===== src/rtl/digit_serial_pkg.sv =====
// -----------------------------------------------------------------------------
// digit_serial_pkg
//   Shared types and helpers for the digit-serial adder.
//
//   Contents:
//     dsa_state_t  : control FSM encoding (IDLE -> RUN -> DONE -> IDLE)
//     clog2_min1() : ceil(log2(n)), never less than 1, so that a counter that
//                    only ever needs one value still gets a 1-bit register.
// -----------------------------------------------------------------------------
package digit_serial_pkg;

  typedef enum logic [1:0] {
    DSA_IDLE = 2'd0,
    DSA_RUN  = 2'd1,
    DSA_DONE = 2'd2
  } dsa_state_t;

  // Width of a counter able to hold 0 .. n-1, with a floor of one bit.
  function automatic int unsigned clog2_min1(input int unsigned n);
    int unsigned r;
    r = 0;
    while ((64'd1 << r) < 64'(n)) begin
      r = r + 1;
    end
    if (r == 0) begin
      r = 1;
    end
    return r;
  endfunction

endpackage : digit_serial_pkg


===== src/rtl/dsa_digit_add.sv =====
// -----------------------------------------------------------------------------
// dsa_digit_add
//   Purely combinational DIGIT-bit ripple-carry adder. This is the only
//   arithmetic between the operand/carry registers and the sum register of
//   digit_serial_adder, so its depth sets the achievable clock rate.
//
//   Parameters:
//     DIGIT : number of bits added (>= 1)
//
//   Ports:
//     x  in  [DIGIT-1:0]  addend digit
//     y  in  [DIGIT-1:0]  addend digit
//     ci in  1            carry in
//     s  out [DIGIT-1:0]  sum digit
//     co out 1            carry out of the top bit
// -----------------------------------------------------------------------------
module dsa_digit_add #(
  parameter int unsigned DIGIT = 4
) (
  input  logic [DIGIT-1:0] x,
  input  logic [DIGIT-1:0] y,
  input  logic             ci,
  output logic [DIGIT-1:0] s,
  output logic             co
);

  // c[i] is the carry into bit i; c[DIGIT] is the carry out of the digit.
  logic [DIGIT:0] c;

  assign c[0] = ci;

  // Explicit full-adder chain keeps the structure a plain ripple.
  for (genvar gi = 0; gi < DIGIT; gi++) begin : g_fa
    assign s[gi]   = x[gi] ^ y[gi] ^ c[gi];
    assign c[gi+1] = (x[gi] & y[gi]) | (x[gi] & c[gi]) | (y[gi] & c[gi]);
  end

  assign co = c[DIGIT];

endmodule : dsa_digit_add


===== src/rtl/digit_serial_adder.sv =====
// -----------------------------------------------------------------------------
// digit_serial_adder
//   Multi-cycle unsigned adder. A WIDTH-bit add is carried out DIGIT bits per
//   clock, least significant digit first, with the inter-digit carry held in a
//   register. Only a DIGIT-bit ripple chain lies between registers.
//
//   Handshake: operands are taken on in_valid && in_ready (in_ready only in
//   IDLE). out_valid rises exactly NDIG cycles after the accept edge and the
//   result is held until out_valid && out_ready. After that handoff edge the
//   block returns to IDLE, so one operation occupies at least NDIG+2 cycles.
//
//   Parameters:
//     WIDTH : operand / sum width (>= 1)
//     DIGIT : bits added per cycle, 1 <= DIGIT <= WIDTH, WIDTH % DIGIT == 0
//
//   Ports:
//     clk       in   1      clock, rising edge
//     rst       in   1      synchronous reset, active high
//     in_valid  in   1      a, b, cin (and sub) present
//     in_ready  out  1      operands can be accepted
//     a         in   WIDTH  operand A
//     b         in   WIDTH  operand B
//     cin       in   1      carry in
//     sub       in   1      (DSA_SUB_EN only) subtract: a + ~b + (cin ^ sub)
//     out_valid out  1      sum / cout valid
//     out_ready in   1      consumer accepts the result
//     sum       out  WIDTH  registered result
//     cout      out  1      registered carry out of the MSB digit
//
//   Build option:
//     DSA_SUB_EN : when defined, adds the sub input. cout=1 then means
//                  "no borrow". Latency is unchanged.
// -----------------------------------------------------------------------------
module digit_serial_adder
  import digit_serial_pkg::*;
#(
  parameter int unsigned WIDTH = 32,
  parameter int unsigned DIGIT = 4
) (
  input  logic             clk,
  input  logic             rst,
  input  logic             in_valid,
  output logic             in_ready,
  input  logic [WIDTH-1:0] a,
  input  logic [WIDTH-1:0] b,
  input  logic             cin,
`ifdef DSA_SUB_EN
  input  logic             sub,
`endif
  output logic             out_valid,
  input  logic             out_ready,
  output logic [WIDTH-1:0] sum,
  output logic             cout
);

  localparam int unsigned NDIG = WIDTH / DIGIT;
  localparam int unsigned IW   = clog2_min1(NDIG);

  // Reject illegal geometries while elaborating rather than building
  // something that silently drops the top bits.
  if ((DIGIT < 1) || (DIGIT > WIDTH) || ((WIDTH % DIGIT) != 0)) begin : g_param_err
    $error("digit_serial_adder: need 1 <= DIGIT <= WIDTH and WIDTH %% DIGIT == 0 (WIDTH=%0d DIGIT=%0d)",
           WIDTH, DIGIT);
  end

  // ---------------------------------------------------------------------------
  // State
  // ---------------------------------------------------------------------------
  dsa_state_t       state_q, state_d;
  logic [IW-1:0]    idx_q,   idx_d;
  logic [WIDTH-1:0] opa_q,   opa_d;
  logic [WIDTH-1:0] opb_q,   opb_d;
  logic             carry_q, carry_d;
  logic [WIDTH-1:0] sum_q,   sum_d;
  logic             cout_q,  cout_d;

  // ---------------------------------------------------------------------------
  // Operand conditioning at accept time. Subtraction is folded into the
  // latched B operand and the initial carry so the datapath only ever adds.
  // ---------------------------------------------------------------------------
  logic [WIDTH-1:0] b_in;
  logic             carry_in;

`ifdef DSA_SUB_EN
  assign b_in     = sub ? ~b : b;
  assign carry_in = cin ^ sub;
`else
  assign b_in     = b;
  assign carry_in = cin;
`endif

  // ---------------------------------------------------------------------------
  // Digit datapath: one DIGIT-wide slice selected by idx_q.
  // ---------------------------------------------------------------------------
  logic [DIGIT-1:0] dig_x;
  logic [DIGIT-1:0] dig_y;
  logic [DIGIT-1:0] dig_s;
  logic             dig_co;
  logic             last_digit;

  assign dig_x = opa_q[idx_q*DIGIT +: DIGIT];
  assign dig_y = opb_q[idx_q*DIGIT +: DIGIT];

  dsa_digit_add #(
    .DIGIT (DIGIT)
  ) u_digit_add (
    .x  (dig_x),
    .y  (dig_y),
    .ci (carry_q),
    .s  (dig_s),
    .co (dig_co)
  );

  assign last_digit = (idx_q == IW'(NDIG - 1));

  // ---------------------------------------------------------------------------
  // Next-state / datapath control
  // ---------------------------------------------------------------------------
  always_comb begin
    state_d = state_q;
    idx_d   = idx_q;
    opa_d   = opa_q;
    opb_d   = opb_q;
    carry_d = carry_q;
    sum_d   = sum_q;
    cout_d  = cout_q;

    unique case (state_q)
      DSA_IDLE: begin
        if (in_valid) begin
          opa_d   = a;
          opb_d   = b_in;
          carry_d = carry_in;
          idx_d   = '0;
          state_d = DSA_RUN;
        end
      end

      DSA_RUN: begin
        // Upper sum digits still hold the previous result here; each one is
        // overwritten before DONE, so they are never cleared on accept.
        sum_d[idx_q*DIGIT +: DIGIT] = dig_s;
        carry_d = dig_co;
        if (last_digit) begin
          cout_d  = dig_co;
          idx_d   = '0;
          state_d = DSA_DONE;
        end else begin
          idx_d = idx_q + IW'(1);
        end
      end

      DSA_DONE: begin
        if (out_ready) begin
          state_d = DSA_IDLE;
        end
      end

      default: begin
        state_d = DSA_IDLE;
      end
    endcase
  end

  // ---------------------------------------------------------------------------
  // Registers. Reset takes priority over any handshake in the same cycle, so
  // an in-flight operation is simply dropped.
  // ---------------------------------------------------------------------------
  always_ff @(posedge clk) begin
    if (rst) begin
      state_q <= DSA_IDLE;
      idx_q   <= '0;
      opa_q   <= '0;
      opb_q   <= '0;
      carry_q <= 1'b0;
      sum_q   <= '0;
      cout_q  <= 1'b0;
    end else begin
      state_q <= state_d;
      idx_q   <= idx_d;
      opa_q   <= opa_d;
      opb_q   <= opb_d;
      carry_q <= carry_d;
      sum_q   <= sum_d;
      cout_q  <= cout_d;
    end
  end

  // Handshake flags come straight from the state register: no combinational
  // path from any input to in_ready or out_valid.
  assign in_ready  = (state_q == DSA_IDLE);
  assign out_valid = (state_q == DSA_DONE);
  assign sum       = sum_q;
  assign cout      = cout_q;

endmodule : digit_serial_adder


===== config.mk =====
export PLATFORM = sky130hd
export DESIGN_NAME = digit_serial_adder
export DESIGN_NICKNAME = d
export VERILOG_FILES = /design/src/rtl/digit_serial_pkg.sv /design/src/rtl/dsa_digit_add.sv /design/src/rtl/digit_serial_adder.sv
export SDC_FILE = /design/constraint.sdc
export NUM_CORES = 1
export LEC_CHECK = 0
export ABC_AREA = 1
export BUFFER_PORTS_ARGS = -buffer_cell sky130_fd_sc_hd__buf_2
export CORE_ASPECT_RATIO = 0.5
export CORE_MARGIN = 1.5
export CORE_UTILIZATION = 49
export DETAILED_ROUTE_END_ITERATION = 8
export PLACE_DENSITY = 0.76
export SYNTH_ARGS = -nofsm -noshare
export SYNTH_HDL_FRONTEND = slang
export SYNTH_SLANG_ARGS = --single-unit

===== constraint.sdc =====
create_clock -name clk -period 3 [get_ports clk]
set_input_delay 0.6 -clock clk [delete_from_list [all_inputs] [get_ports clk]]
set_output_delay 0.6 -clock clk [all_outputs]
set_load 0.02 [all_outputs]

==> impl.org, run 1 <==
** Status
- The run finished with clean final reports.

** Critical path
- In this run the worst path has a maximum fanout of 10.
- Worst setup EP type :: register
- FF-to-FF setup slack :: ~0.057 ns
- STA puts the critical path data arrival time at between 3 and 4 ns.
- Worst R2R End :: sum[23]
- Maximum single-stage delay on the critical path :: approximately 0.47 ns
- Critical path, cell by cell :: buf_12, o21ai_0, o21ai_1, nand2_1, nand2_2, fa_2, inv_2, fa_2, fa_2, inv_2, fa_2, nand3_2, nor2_1, o21ai_1, nor2_1
- Kind of cell adding the most delay to the critical path :: adder cells
- Worst path bufs/invs :: 3
- For the worst setup path, the data required time is ~3.3 ns.
- Counting stages on the worst path, the most repeated cell is sky130_fd_sc_hd__fa_2.
- The worst register-to-register path has a depth of 15.
- Critical path class :: register to register
- RR Startpoint :: idx_q[1]
- The slowest stage of the critical path is the sky130_fd_sc_hd__fa_2 cell.
- STA classifies the critical path startpoint as a register.

** Finish
- Across the whole layout, storage elements account for roughly 2100 um2.
- Compared with the post-synthesis result, the final layout area differs by 21.3%.
- Antenna diode count :: 0
- The library cell used most frequently in the layout, excluding fill and tap cells, is sky130_fd_sc_hd__nor2_1.
- At the end of the flow the core is filled with cells to 0.617.
- Layout filler cell count :: approximately 930
- In the layout the commonest cells are 195 x sky130_fd_sc_hd__nor2_1, 103 x sky130_fd_sc_hd__buf_2, 102 x sky130_fd_sc_hd__o21ai_0, 101 x sky130_fd_sc_hd__dfxtp_1, 76 x sky130_fd_sc_hd__nand2_1.
- Share of cells above drive strength 1 :: 0.227
- Area of combinational cells with multiple inputs :: about 2400 um2
- The final layout contains roughly 860 nets.

** Clock tree
- CTS tree :: yes
- CTS built an H-tree with a depth of 3.
- Number of hold buffers added after cts :: 0
- TritonCTS buffer count :: 9
- Worst-skew pair later-pin latency :: ~0.35 ns
- Clock tree buffer depth :: 2
- CTS Root Buffer Type :: sky130_fd_sc_hd__clkbuf_16
- Reg clk slew, reported paths :: 0.07 ns
- CTS saw slightly above 100 sinks.

** Synth
- Area share of the largest cell type after synthesis :: 0.427
- Counting every instance in the synthesized netlist gives approximately 680.
- After synthesis, the cell types taking the most area are sky130_fd_sc_hd__dfxtp_1 43%, sky130_fd_sc_hd__nor2_1 15%, sky130_fd_sc_hd__o21ai_0 11%.
- The number of nets handed over by synthesis was 759.
- Cell area after synthesis :: roughly 4800 um2
- Register area share after synthesis :: 0.427
- The biggest area contributor in the post-synthesis netlist is sky130_fd_sc_hd__dfxtp_1.
- Synthesized flop and latch total :: around 100
- Yosys warns :: 0
- Library cells used by synthesis :: 33
- Each instance of the synthesized netlist takes up on average a little over 7 um2.

** Global route
- met2 is the most crowded layer.
- After global routing the overflow that remains totals 0.
- Met2 layer usage reported by global route :: 0.366
- Global routing usage summed across all routing layers :: 0.230
- The via count of the first global-routing pass is between 4000 and 5000.
- Global-route wire length before repair :: between 15000 and 20000 um
- Pin count of the biggest net entering global routing :: 60
- The initial antenna violation count is 0.
- GRT met3 Usage :: 0.0610
- For met1 alone, demand over resource in global routing was 0.308.

** Floorplanning
- The core region is roughly 9500 um2.
- Boundary pin count :: 104
- The die covers approximately 11000 um2.
- Overall die height :: around 73 um
- The initialized floorplan defines 25 standard-cell rows.
- From left edge to right edge, the die measures roughly 140 um.
- The initial utilization of the core area, before any placement, comes to 0.508.

** Detailed routing
- Detail-routed via count per cell :: approximately 5
- Total via count after detailed routing :: 4598
- For this block, the routed nets add up to between 10000 and 15000 um of wire.
- Dividing the detail-routed wire length by the instance count gives around 13 um.
- For this run, design rule violations remaining after detail routing come to 0.
- Iteration-0 DRC count of the detailed router :: between 200 and 250
- The count of nets left with antenna violations once routing finished came out at 0.
- Drt first pass iters :: 5

** STA
- Setup violations remaining at the end of the flow were counted as 0.
- Number of max-slew violations in the final report :: 0
- Peak Freq :: around 340 MHz
- Clock period minus worst slack :: 2.94 ns
- On the final layout, the worst clock skew is roughly 0.0041 ns.
- Worst slew margin relative to its limit :: 0.449
- Final setup margin :: ~0.057 ns
- Endpoints failing hold :: 0
- Worst-margin pin slew :: a little over 0.8 ns
- In the finished design, the share of the clock period the worst path needs comes to 0.981.

** Placed design
- Buffers placed on the I/O ports in this run total between 100 and 150.
- OpenSTA, run right after detailed placement, puts the worst setup slack at -0.0712 ns.
- Routability-driven placement finished with a final weighted congestion of ~0.85.
- Detailed Place HPWL :: between 8000 and 9000 um

** Power
- The worst-case IR drop observed on VDD is between 0.3 and 0.4 mV.
- Leakage :: between 2 and 3 nW
- Power per cell area :: roughly 560 nW/um2
- Design Power :: 3.27 mW

** Min path
- Instance count along the most critical hold path :: 2
- Launch point of the worst hold path :: opb_q[11]
- For hold timing, the worst endpoint is opb_q[11].
- Kind of path behind the tightest hold check :: register to register

** Flow run
- Across the run, the number of max-cap violations was 0.
-- cell type report --
cell class	instances	share of cell area
multi-input combinational	489	0.407
sequential	103	0.353
timing repair buffer	127	0.128
clock buffer	12	0.0437
tap	135	0.0288
clock inverter	3	0.00726
inverter	49	0.0327
-- sequential cells by signal (all words and copies together), names as in the netlist --
signal,flops
idx_q,3
opa_q,32
cout,1
state_q,2
carry_q,1
opb_q,32
sum,32
-- timing repair --
action,in CTS,in global routing
gates cloned,1,0
setup endpoints to repair,8,8
setup buffers,0,3
pin swaps,2,6
gates resized for setup,7,19
-- where the power goes --
group / internal (mW) / switching [mW]
registers: 1.45 / 0.0490
clock network: 0.686 / 0.496
logic: 0.227 / 0.363
total: 2.36 / 0.908
-- stage by stage --
step / area, um2 / TNS, ns / hold WS (ns) / cells
detailed placement: 5470 / -0.150 / 0.448 / 899
global route: 5860 / -0.0640 / 0.483 / 918
floorplan: 4830 / 0 / 0.429 / 679
global placement: 5470 / -0.0214 / 0.443 / 899
finish: 5860 / 0 / 0.455 / 918
CTS: 5820 / 0 / 0.459 / 915
-- Yosys cell counts, drive strengths merged --
cell / instances
nand3: 26
clkinv: 2
o21ai: 110
inv: 47
ha: 7
o21a: 1
buf: 26
clkbuf: 12
o211ai: 6
fa: 4
dfxtp: 103
nand2: 82
nand4: 2
nand3b: 3
nor2: 206
a21oi: 41
a31oi: 1
-- worst register-to-register path: stages, from the launching register on --
cell and delay [ns]:
sky130_fd_sc_hd__dfxtp_4 0.37, sky130_fd_sc_hd__buf_12 0.13, sky130_fd_sc_hd__o21ai_0 0.08, sky130_fd_sc_hd__o21ai_1 0.21
sky130_fd_sc_hd__nand2_1 0.10, sky130_fd_sc_hd__nand2_2 0.09, sky130_fd_sc_hd__fa_2 0.20, sky130_fd_sc_hd__inv_2 0.04
sky130_fd_sc_hd__fa_2 0.39, sky130_fd_sc_hd__fa_2 0.36, sky130_fd_sc_hd__inv_2 0.07, sky130_fd_sc_hd__fa_2 0.47
sky130_fd_sc_hd__nand3_2 0.10, sky130_fd_sc_hd__nor2_1 0.06, sky130_fd_sc_hd__o21ai_1 0.13, sky130_fd_sc_hd__nor2_1 0.04
-- layer usage --
layer	routed length (um)	part of all wire	vias to the layer above
met4	130	0.011	0
met1	5600	0.48	2085
met3	673	0.058	12
met5	0	0	-
li1	-	-	2384
met2	5200	0.45	117
-- kinds of logic after synthesis --
logic type | share of synthesized area
DFF | 0.427
and+or+nand+nor | 0.285
AOI/OAI and AO/OA | 0.169
adders and majority gates | 0.0347
buffers and inverters | 0.0854
-- how the worst max path moves through the flow --
stage | slack [ns] | depth (start not counted) | start | endpoint
after global placement | -0.02 | 15 | idx_q[1] | sum[31]
after global routing | -0.02 | 16 | idx_q[1] | sum[7]
final | 0.06 | 15 | idx_q[1] | sum[23]
after CTS | 0.03 | 16 | idx_q[1] | sum[31]
after detailed placement | -0.07 | 15 | idx_q[1] | sum[31]
after floorplan | 0.05 | 18 | idx_q[0] | sum[23]
No activity file was read; power rests on OpenSTA's default activity.
==> run 2, diff against run 1 <==
==> constraint.sdc (replaced) <==
create_clock -name clk -period 3 [get_ports clk]
set_input_delay 0.45 -clock clk [delete_from_list [all_inputs] [get_ports clk]]
set_output_delay 0.45 -clock clk [all_outputs]
set_load 0.02 [all_outputs]
==> impl.org, run 2 (same netlist as run 1, synthesis figures left out) <==
** Critical path
- In this design, the largest share of critical-path delay is due to adder cells.
- Top cell by count, worst path :: sky130_fd_sc_hd__fa_2
- Worst setup EP type :: register
- Critical Path Fanout Max :: 6
- Required time worst endpoint :: ~3.2 ns
- The worst register-to-register path has a depth of 17.
- The slowest stage of the critical path belongs to the cell sky130_fd_sc_hd__fa_2.
- The startpoint identified for the worst register-to-register timing path is idx_q[0].
- The worst setup path is launched from a register.
- FF-to-FF setup slack :: between 0.09 and 0.1 ns
- Critical path class :: register to register
- Data arrives at the worst endpoint at about 3.2 ns.
- The signal on the critical path passes through buf_6, nor2_1, nor2_1, o21ai_0, nand2_1, nand2_1, nand2_2, fa_2, inv_2, fa_2, fa_2, inv_2, fa_2, nand3_2, nor2_2, o21ai_1, nor2_1.
- In this run the critical register-to-register path is captured at sum[31].
- The critical path contains buffers and inverters numbering 3 combined.
- Maximum single-stage delay on the critical path :: 0.48 ns

** STA
- After layout, the minimum clock period comes to just under 3 ns.
- For the final database, setup skew stands at slightly above 0.007 ns.
- Final setup margin :: approximately 0.092 ns
- Number of max-slew violations in the final report :: 0
- Worst slew margin relative to its limit :: 0.466
- In the finished design, the share of the clock period the worst path needs comes to 0.969.
- Derived from the worst setup path, the maximum achievable clock frequency is approximately 340 MHz.
- At the pin with the least slew margin, the transition time is 0.800 ns.
- Endpoints failing hold :: 0
- Final total negative setup slack :: 0 ns
- Final number of setup-violating endpoints :: 0
- Setup repair after global routing could not meet its margin everywhere.

** Finish
- The library cells used most frequently in the layout, excluding fill and tap cells, are 193 x sky130_fd_sc_hd__nor2_1, 103 x sky130_fd_sc_hd__buf_2, 102 x sky130_fd_sc_hd__o21ai_0, 101 x sky130_fd_sc_hd__dfxtp_1, 76 x sky130_fd_sc_hd__nand2_1.
- Share of cells above drive strength 1 :: 0.230
- The repair_antennas step left the layout with diodes totalling 0.
- Syn-to-layout area delta :: 20.4%
- Most common cell after layout, fill and taps aside :: sky130_fd_sc_hd__nor2_1
- Final design area excluding fillers :: 5820 um2
- After the last flow step, the layout net total stands at ~860.

** Detailed routing
- In the final routed layout, each cell accounts on average for approximately 13 um.
- Iteration-0 DRC count of the detailed router :: about 250
- Routed wire length :: approximately 12000 um
- After detailed routing, the number of remaining DRC violations is 0.
- Detail-routed via count per cell :: roughly 5.0
- In this run the remaining antenna-violating nets after routing total 0.
- The pre-antenna-repair detailed-routing pass consisted of 5 iterations.
- The detailed router placed 4554 vias in this run.

** Global route
- Vias in the first global route :: approximately 4000
- Global routing usage summed across all routing layers :: 0.227
- Overflow left after global routing :: 0
- Pin count of the biggest net entering global routing :: 51
- Number of antenna violations at the first check in global routing :: 0
- The first global-routing pass estimated about 19000 um of wire.

** Floorplanning
- Effective utilization at floorplan :: 0.508
- The die covers ~11000 um2.
- Pin placement for this block handled roughly 100 I/O pins.
- Row generation in the floorplan step produced 25 rows.
- The floorplan step set the die height to between 70 and 80 um.
- The die is roughly 140 um wide.
- The region available for standard cell placement spans between 9000 and 10000 um2.

** Clock tree
- The clock reaches the later pin of the worst-skew pair after about 0.34 ns.
- Counting the buffers created by CTS gives 9.
- Number of hold buffers added after cts :: 0
- CTS tree :: yes
- Number of clock sinks seen by CTS :: slightly above 100
- Clock-pin slew was measured on the worst setup and hold paths at roughly 0.070 ns.
- CTS Root Buffer Type :: sky130_fd_sc_hd__clkbuf_16
- No sink is reached through more buffers than the 2 on the longest clock path.
- The clock tree synthesis step divided the H-tree into 3 levels.

** Power
- Summed over all nets, the switching power comes to roughly 0.93 mW.
- Clk network pwr share :: 0.339
- Peak supply drop :: between 0.3 and 0.4 mV
- Internal Dissipation :: about 2.2 mW
- Power per cell area :: 545 nW/um2
- The share of total power dissipated in sequential elements is 0.473.
- The analysis attributes to cell leakage a power of 2.67 nW.
- Of the total power, the share spent switching nets is 0.293.
- Combinational power share :: 0.188
- Design Power :: about 3.2 mW

** Placed design
- Port Buffers :: around 100
- At the end of routability-driven placement, the weighted congestion stood at roughly 0.86.
- Summing all placed instances gives a cell area of approximately 5500 um2.
- Detailed Place HPWL :: about 8400 um
- Prior to clock tree synthesis, the placed netlist has a worst setup slack of -0.0611 ns.

** Min path
- The worst hold path was traced through 3 stages.
- Launch point of the worst hold path :: a[4]
- Kind of path behind the tightest hold check :: primary input to register
- Destination of the worst hold path :: opa_q[4]

** Status
- The run finished with clean final reports.

** Flow run
- The tool flagged a number of max-cap violations equal to 0.
## run 2: area by class of cell
cell class / count / area (um2)
well taps: 135 / 169
repair buffers: 125 / 713
clock inverters: 5 / 35.0
clock buffers: 11 / 233
multi-input cells: 489 / 2400
flip-flops and latches: 103 / 2070
fillers: 922 / 3690
inverters: 49 / 200
## run 2: worst min-delay path: stages
cell                      delay [ns]
sky130_fd_sc_hd__buf_2          0.07
sky130_fd_sc_hd__o21ai_0        0.07
sky130_fd_sc_hd__nor2_1         0.08
## run 2: what timing repair did
action,CTS,global route
endpoints found under the setup margin,4,10
pin swaps,0,10
buffers inserted,3,0
gates resized for setup,7,25
## run 2: worst max-delay path by stage
stage               startpoint      end  slack (ns)  cells past startpoint
finish                idx_q[0]  sum[31]        0.09                     17
CTS                   idx_q[0]  sum[31]        0.02                     17
floorplan             idx_q[0]  sum[23]        0.05                     18
global route          idx_q[0]  sum[15]       -0.03                     17
detailed placement    idx_q[1]  sum[31]       -0.06                     15
global placement      idx_q[1]  sum[31]       -0.01                     15
## run 2: stage by stage
step	cells	utilization	hold slack, ns
final	917	0.612	0.353
after floorplan	679	-	0.429
after CTS	917	0.607	0.342
after detailed placement	898	0.573	0.449
after global placement	898	0.573	0.441
after global routing	917	0.612	0.354
## run 2: power groups by stage
stage                     Combinational [mW]  Clock (mW)  Sequential (mW)
after global routing                   0.670        1.15             1.51
after global placement                 0.537           0             1.53
after floorplan                        0.397           0             1.52
final                                  0.596        1.08             1.50
after CTS                              0.572        1.09             1.50
after detailed placement               0.550           0             1.53
## run 2: per-layer routing
metal,track usage,share of wire,vias to the layer above
li1,-,-,2373
met1,0.306,0.49,2060
met2,0.365,0.45,110
met3,0.0551,0.057,11
met4,0.0624,0.0090,0
met5,0,0,-
==> run 3, diff against run 2 <==
--- a/config.mk
+++ b/config.mk
@@ -6,12 +6,13 @@
 export NUM_CORES = 1
 export LEC_CHECK = 0
 export ABC_AREA = 1
-export BUFFER_PORTS_ARGS = -buffer_cell sky130_fd_sc_hd__buf_2
 export CORE_ASPECT_RATIO = 0.5
 export CORE_MARGIN = 1.5
-export CORE_UTILIZATION = 49
+export CORE_UTILIZATION = 57
 export DETAILED_ROUTE_END_ITERATION = 8
-export PLACE_DENSITY = 0.76
+export DONT_BUFFER_PORTS = 1
+export PLACE_DENSITY = 0.75
+export SETUP_SLACK_MARGIN = 0.1
 export SYNTH_ARGS = -nofsm -noshare
 export SYNTH_HDL_FRONTEND = slang
 export SYNTH_SLANG_ARGS = --single-unit
==> impl.org, run 3 (same netlist as run 1, synthesis figures left out) <==
** Placed design
- Detailed Place HPWL :: around 8000 um
- Final weighted congestion in routability-driven placement :: around 0.86
- Cell area after placement :: ~5000 um2
- Input and output buffers added on the ports amount to 0.
- Timing analysis after detailed placement gives a worst setup slack of -0.0693 ns.

** Detailed routing
- For this run, the detailed router's first-pass iteration total came to 5.
- Detailed routing placed a total of ~790 um of wire on met3.
- Wire segments on met2 add up to a little under 5000 um in the final route.
- The detailed router used layers up to and including met4.
- The final layout contains routed wiring with a total length of between 10000 and 15000 um.
- In the routed design, unresolved DRC markers number 0.
- Iteration-0 DRC count of the detailed router :: about 200
- The detail route stage leaves a number of antenna-violating nets equal to 0.
- Routed len/inst :: ~14 um
- Detail-routed via count per cell :: roughly 5.3
- Routed length on met1 :: ~5300 um
- Total via count after detailed routing :: 4209

** STA
- Headroom to the max-slew limit came out at 0.340.
- Setup slack on the critical path of the routed design comes to about 0.13 ns.
- Derived from the worst setup path, the maximum achievable clock frequency is between 300 and 400 MHz.
- Worst Clk Skew :: around 0.0063 ns
- Setup violations remaining at the end of the flow were counted as 0.
- Setup total negative slack on the finished layout was measured at 0 ns.
- Endpoints failing hold :: 0
- Setup repair after global routing missed its margin :: true
- Worst-margin pin slew :: 0.989 ns
- Dividing the final minimum period by the clock period gives 0.957.
- The number of max-slew violations in the final report came to 0.
- The worst path in the final design needs a cycle of 2.87 ns, including I/O delays and setup.

** Finish
- In the final layout, the share of cells above drive strength 1 is 0.119.
- Layout Utilization :: 0.660
- Syn-to-layout area delta :: 10.8%
- After filler insertion, the fill cell instance count of the layout stands at 742.
- At the end of the flow, the number of nets in the layout was approximately 750.
- Most common cell after layout, fill and taps aside :: sky130_fd_sc_hd__nor2_1
- Final design area excluding fillers :: around 5400 um2
- In the layout the commonest cells are 193 x sky130_fd_sc_hd__nor2_1, 101 x sky130_fd_sc_hd__dfxtp_1, 97 x sky130_fd_sc_hd__o21ai_0, 75 x sky130_fd_sc_hd__nand2_1, 41 x sky130_fd_sc_hd__a21oi_1.

** Global route
- For this run the aggregate overflow at the end of global routing stands at 0.
- Global routing usage summed across all routing layers :: 0.259
- The via count of the first global-routing pass is ~3800.
- The initial antenna violation count was 0.
- Global-route wire length before repair :: 18200 um
- Entering global routing, the biggest net connects 82 pins.

** Critical path
- In this run the number of cells on the critical path is 17.
- Of all nets on the critical path, the largest fanout is 5.
- STA classifies the critical path startpoint as a register.
- In this run the register-to-register setup slack is 0.13 ns.
- Among the stages of the critical path, the cell type that occurs most often is sky130_fd_sc_hd__fa_2.
- On the critical path, the stage with the largest delay is an instance of sky130_fd_sc_hd__fa_2.
- The worst register-to-register path has a depth of 17.
- On the worst path, the slowest cell contributes a delay of roughly 0.48 ns.
- Worst path bufs/invs :: 3
- Arrival time at the worst endpoint :: 3.11 ns
- In this run the critical register-to-register path is captured at sum[27].
- In this run the worst setup path begins at idx_q[0].
- For the worst setup path, the data required time is 3.24 ns.
- STA classifies the critical path endpoint as a register.
- The worst register-to-register path begins at idx_q[0].
- Grouping stages by cell kind, the critical path spends the most delay in adder cells.
- Critical path destination :: sum[27]
- The worst setup path is of the register to register kind.
- Walking the worst path, the cells encountered are buf_12, nor2_1, nor2_1, o21ai_1, nand2_1, nand2_1, nand2_2, fa_2, inv_2, fa_2, fa_2, inv_2, fa_2, nand2_2, nor2_2, o21ai_1, nor2_1.

** Clock tree
- The H-tree was split into 3 levels.
- TritonCTS buffer count :: 9
- In this run the deepest clock path goes through 2 buffers.
- TritonCTS built the clock tree.
- For the worst-skew pair, the clock arrives at the later sink with an insertion delay of 0.35 ns.
- In this run the clock root is driven by a sky130_fd_sc_hd__clkbuf_16.
- Reg clk slew, reported paths :: roughly 0.070 ns
- Number of clock sinks seen by CTS :: 103

** Floorplanning
- After floorplanning, the core was sized to cover a little over 8000 um2.
- During I/O placement, the number of pins put on the boundary was around 100.
- Site Rows :: 23
- In this run the vertical extent of the chip is between 60 and 70 um.
- The die covers between 9000 and 10000 um2.
- Die width :: around 130 um
- For this configuration, the core starts out at a cell density of 0.595.

** Power
- Sw Pwr :: between 0.9 and 1 mW
- Clk network pwr share :: 0.395
- In this run the power density over the cells is 632 nW/um2.
- Combinational power share :: 0.159
- The analysis attributes to cell leakage a power of around 2.2 nW.
- Switching part of the total :: 0.273
- IR analysis of the VDD net gives a maximum drop of 0.320 mV.
- Internal Dissipation :: approximately 2.5 mW
- Sequential Power Share :: 0.447

** Min path
- The worst hold path belongs to the class primary input to register.

** Status
- The flow ran to the end, and the final reports show no timing, DRC or antenna violations.

** Flow run
- Max-cap violations in this run came to 0.
## run 3: cell types whose count changed in the layout (fill, tap and decap cells not counted), sizes merged
cell / delta
clkinvlp: +1
bufinv: +3
clkinv: -3
diode: +1
buf: -103
clkbuf: -2
inv: +1
## run 3: layer usage
| metal | track usage | vias up |
|---|---|---|
| met4 | 0.0679 | 0 |
| met2 | 0.419 | 127 |
| li1 | - | 2168 |
| met1 | 0.344 | 1900 |
| met3 | 0.0778 | 14 |
| met5 | 0 | - |
## run 3: how the worst min path moves through the flow
stage / start / end / slack [ns] / depth (start not counted)
3_3_place_gp: opa_q[7] / opa_q[7] / 0.44 / 2
3_5_place_dp: opa_q[7] / opa_q[7] / 0.45 / 2
6_report: rst / idx_q[2] / 0.16 / 1
5_1_grt: rst / state_q[1] / 0.15 / 1
2_1_floorplan: opb_q[11] / opb_q[11] / 0.43 / 2
4_1_cts: rst / idx_q[2] / 0.16 / 1
## run 3: per-stage QoR
step	power (mW)	cells	hold slack, ns
final	3.38	792	0.165
after global placement	2.02	772	0.443
after CTS	3.38	791	0.156
after floorplan	1.92	679	0.429
after detailed placement	2.03	772	0.445
after global routing	3.54	791	0.153
## run 3: what timing repair did
| action | CTS | global route |
|---|---|---|
| gates cloned | 0 | 0 |
| pin swaps | 6 | 15 |
| hold buffers | 0 | 0 |
| setup buffers | 3 | 0 |
| hold endpoints to repair | 0 | 0 |
| endpoints found under the setup margin | 8 | 13 |
| resized for setup | 18 | 22 |
## run 3: layout make-up
cell class                 instances  area (um2)  share of cell area
antenna                            1        2.50            0.000467
sequential                       103        2070               0.386
timing repair buffer              22         205              0.0383
clock inverter                     7         119              0.0222
clock buffer                       9         225              0.0421
multi-input combinational        489        2400               0.447
inverter                          49         198              0.0369
tap                              112         140              0.0262
## run 3: power groups by stage
stage	sequential, mW	clock [mW]	combinational [mW]
floorplan	1.52	0	0.399
global placement	1.54	0	0.476
detailed placement	1.54	0	0.489
CTS	1.51	1.35	0.522
global route	1.52	1.42	0.608
finish	1.51	1.33	0.537
## run 3: worst register-to-register path, stage by stage, from the launching register on
cell,delay (ns)
sky130_fd_sc_hd__dfxtp_4,0.42
sky130_fd_sc_hd__buf_12,0.13
sky130_fd_sc_hd__nor2_1,0.04
sky130_fd_sc_hd__nor2_1,0.08
sky130_fd_sc_hd__o21ai_1,0.07
sky130_fd_sc_hd__nand2_1,0.06
sky130_fd_sc_hd__nand2_1,0.06
sky130_fd_sc_hd__nand2_2,0.08
sky130_fd_sc_hd__fa_2,0.20
sky130_fd_sc_hd__inv_2,0.04
sky130_fd_sc_hd__fa_2,0.35
sky130_fd_sc_hd__fa_2,0.37
sky130_fd_sc_hd__inv_2,0.07
sky130_fd_sc_hd__fa_2,0.48
sky130_fd_sc_hd__nand2_2,0.10
sky130_fd_sc_hd__nor2_2,0.05
sky130_fd_sc_hd__o21ai_1,0.13
sky130_fd_sc_hd__nor2_1,0.06
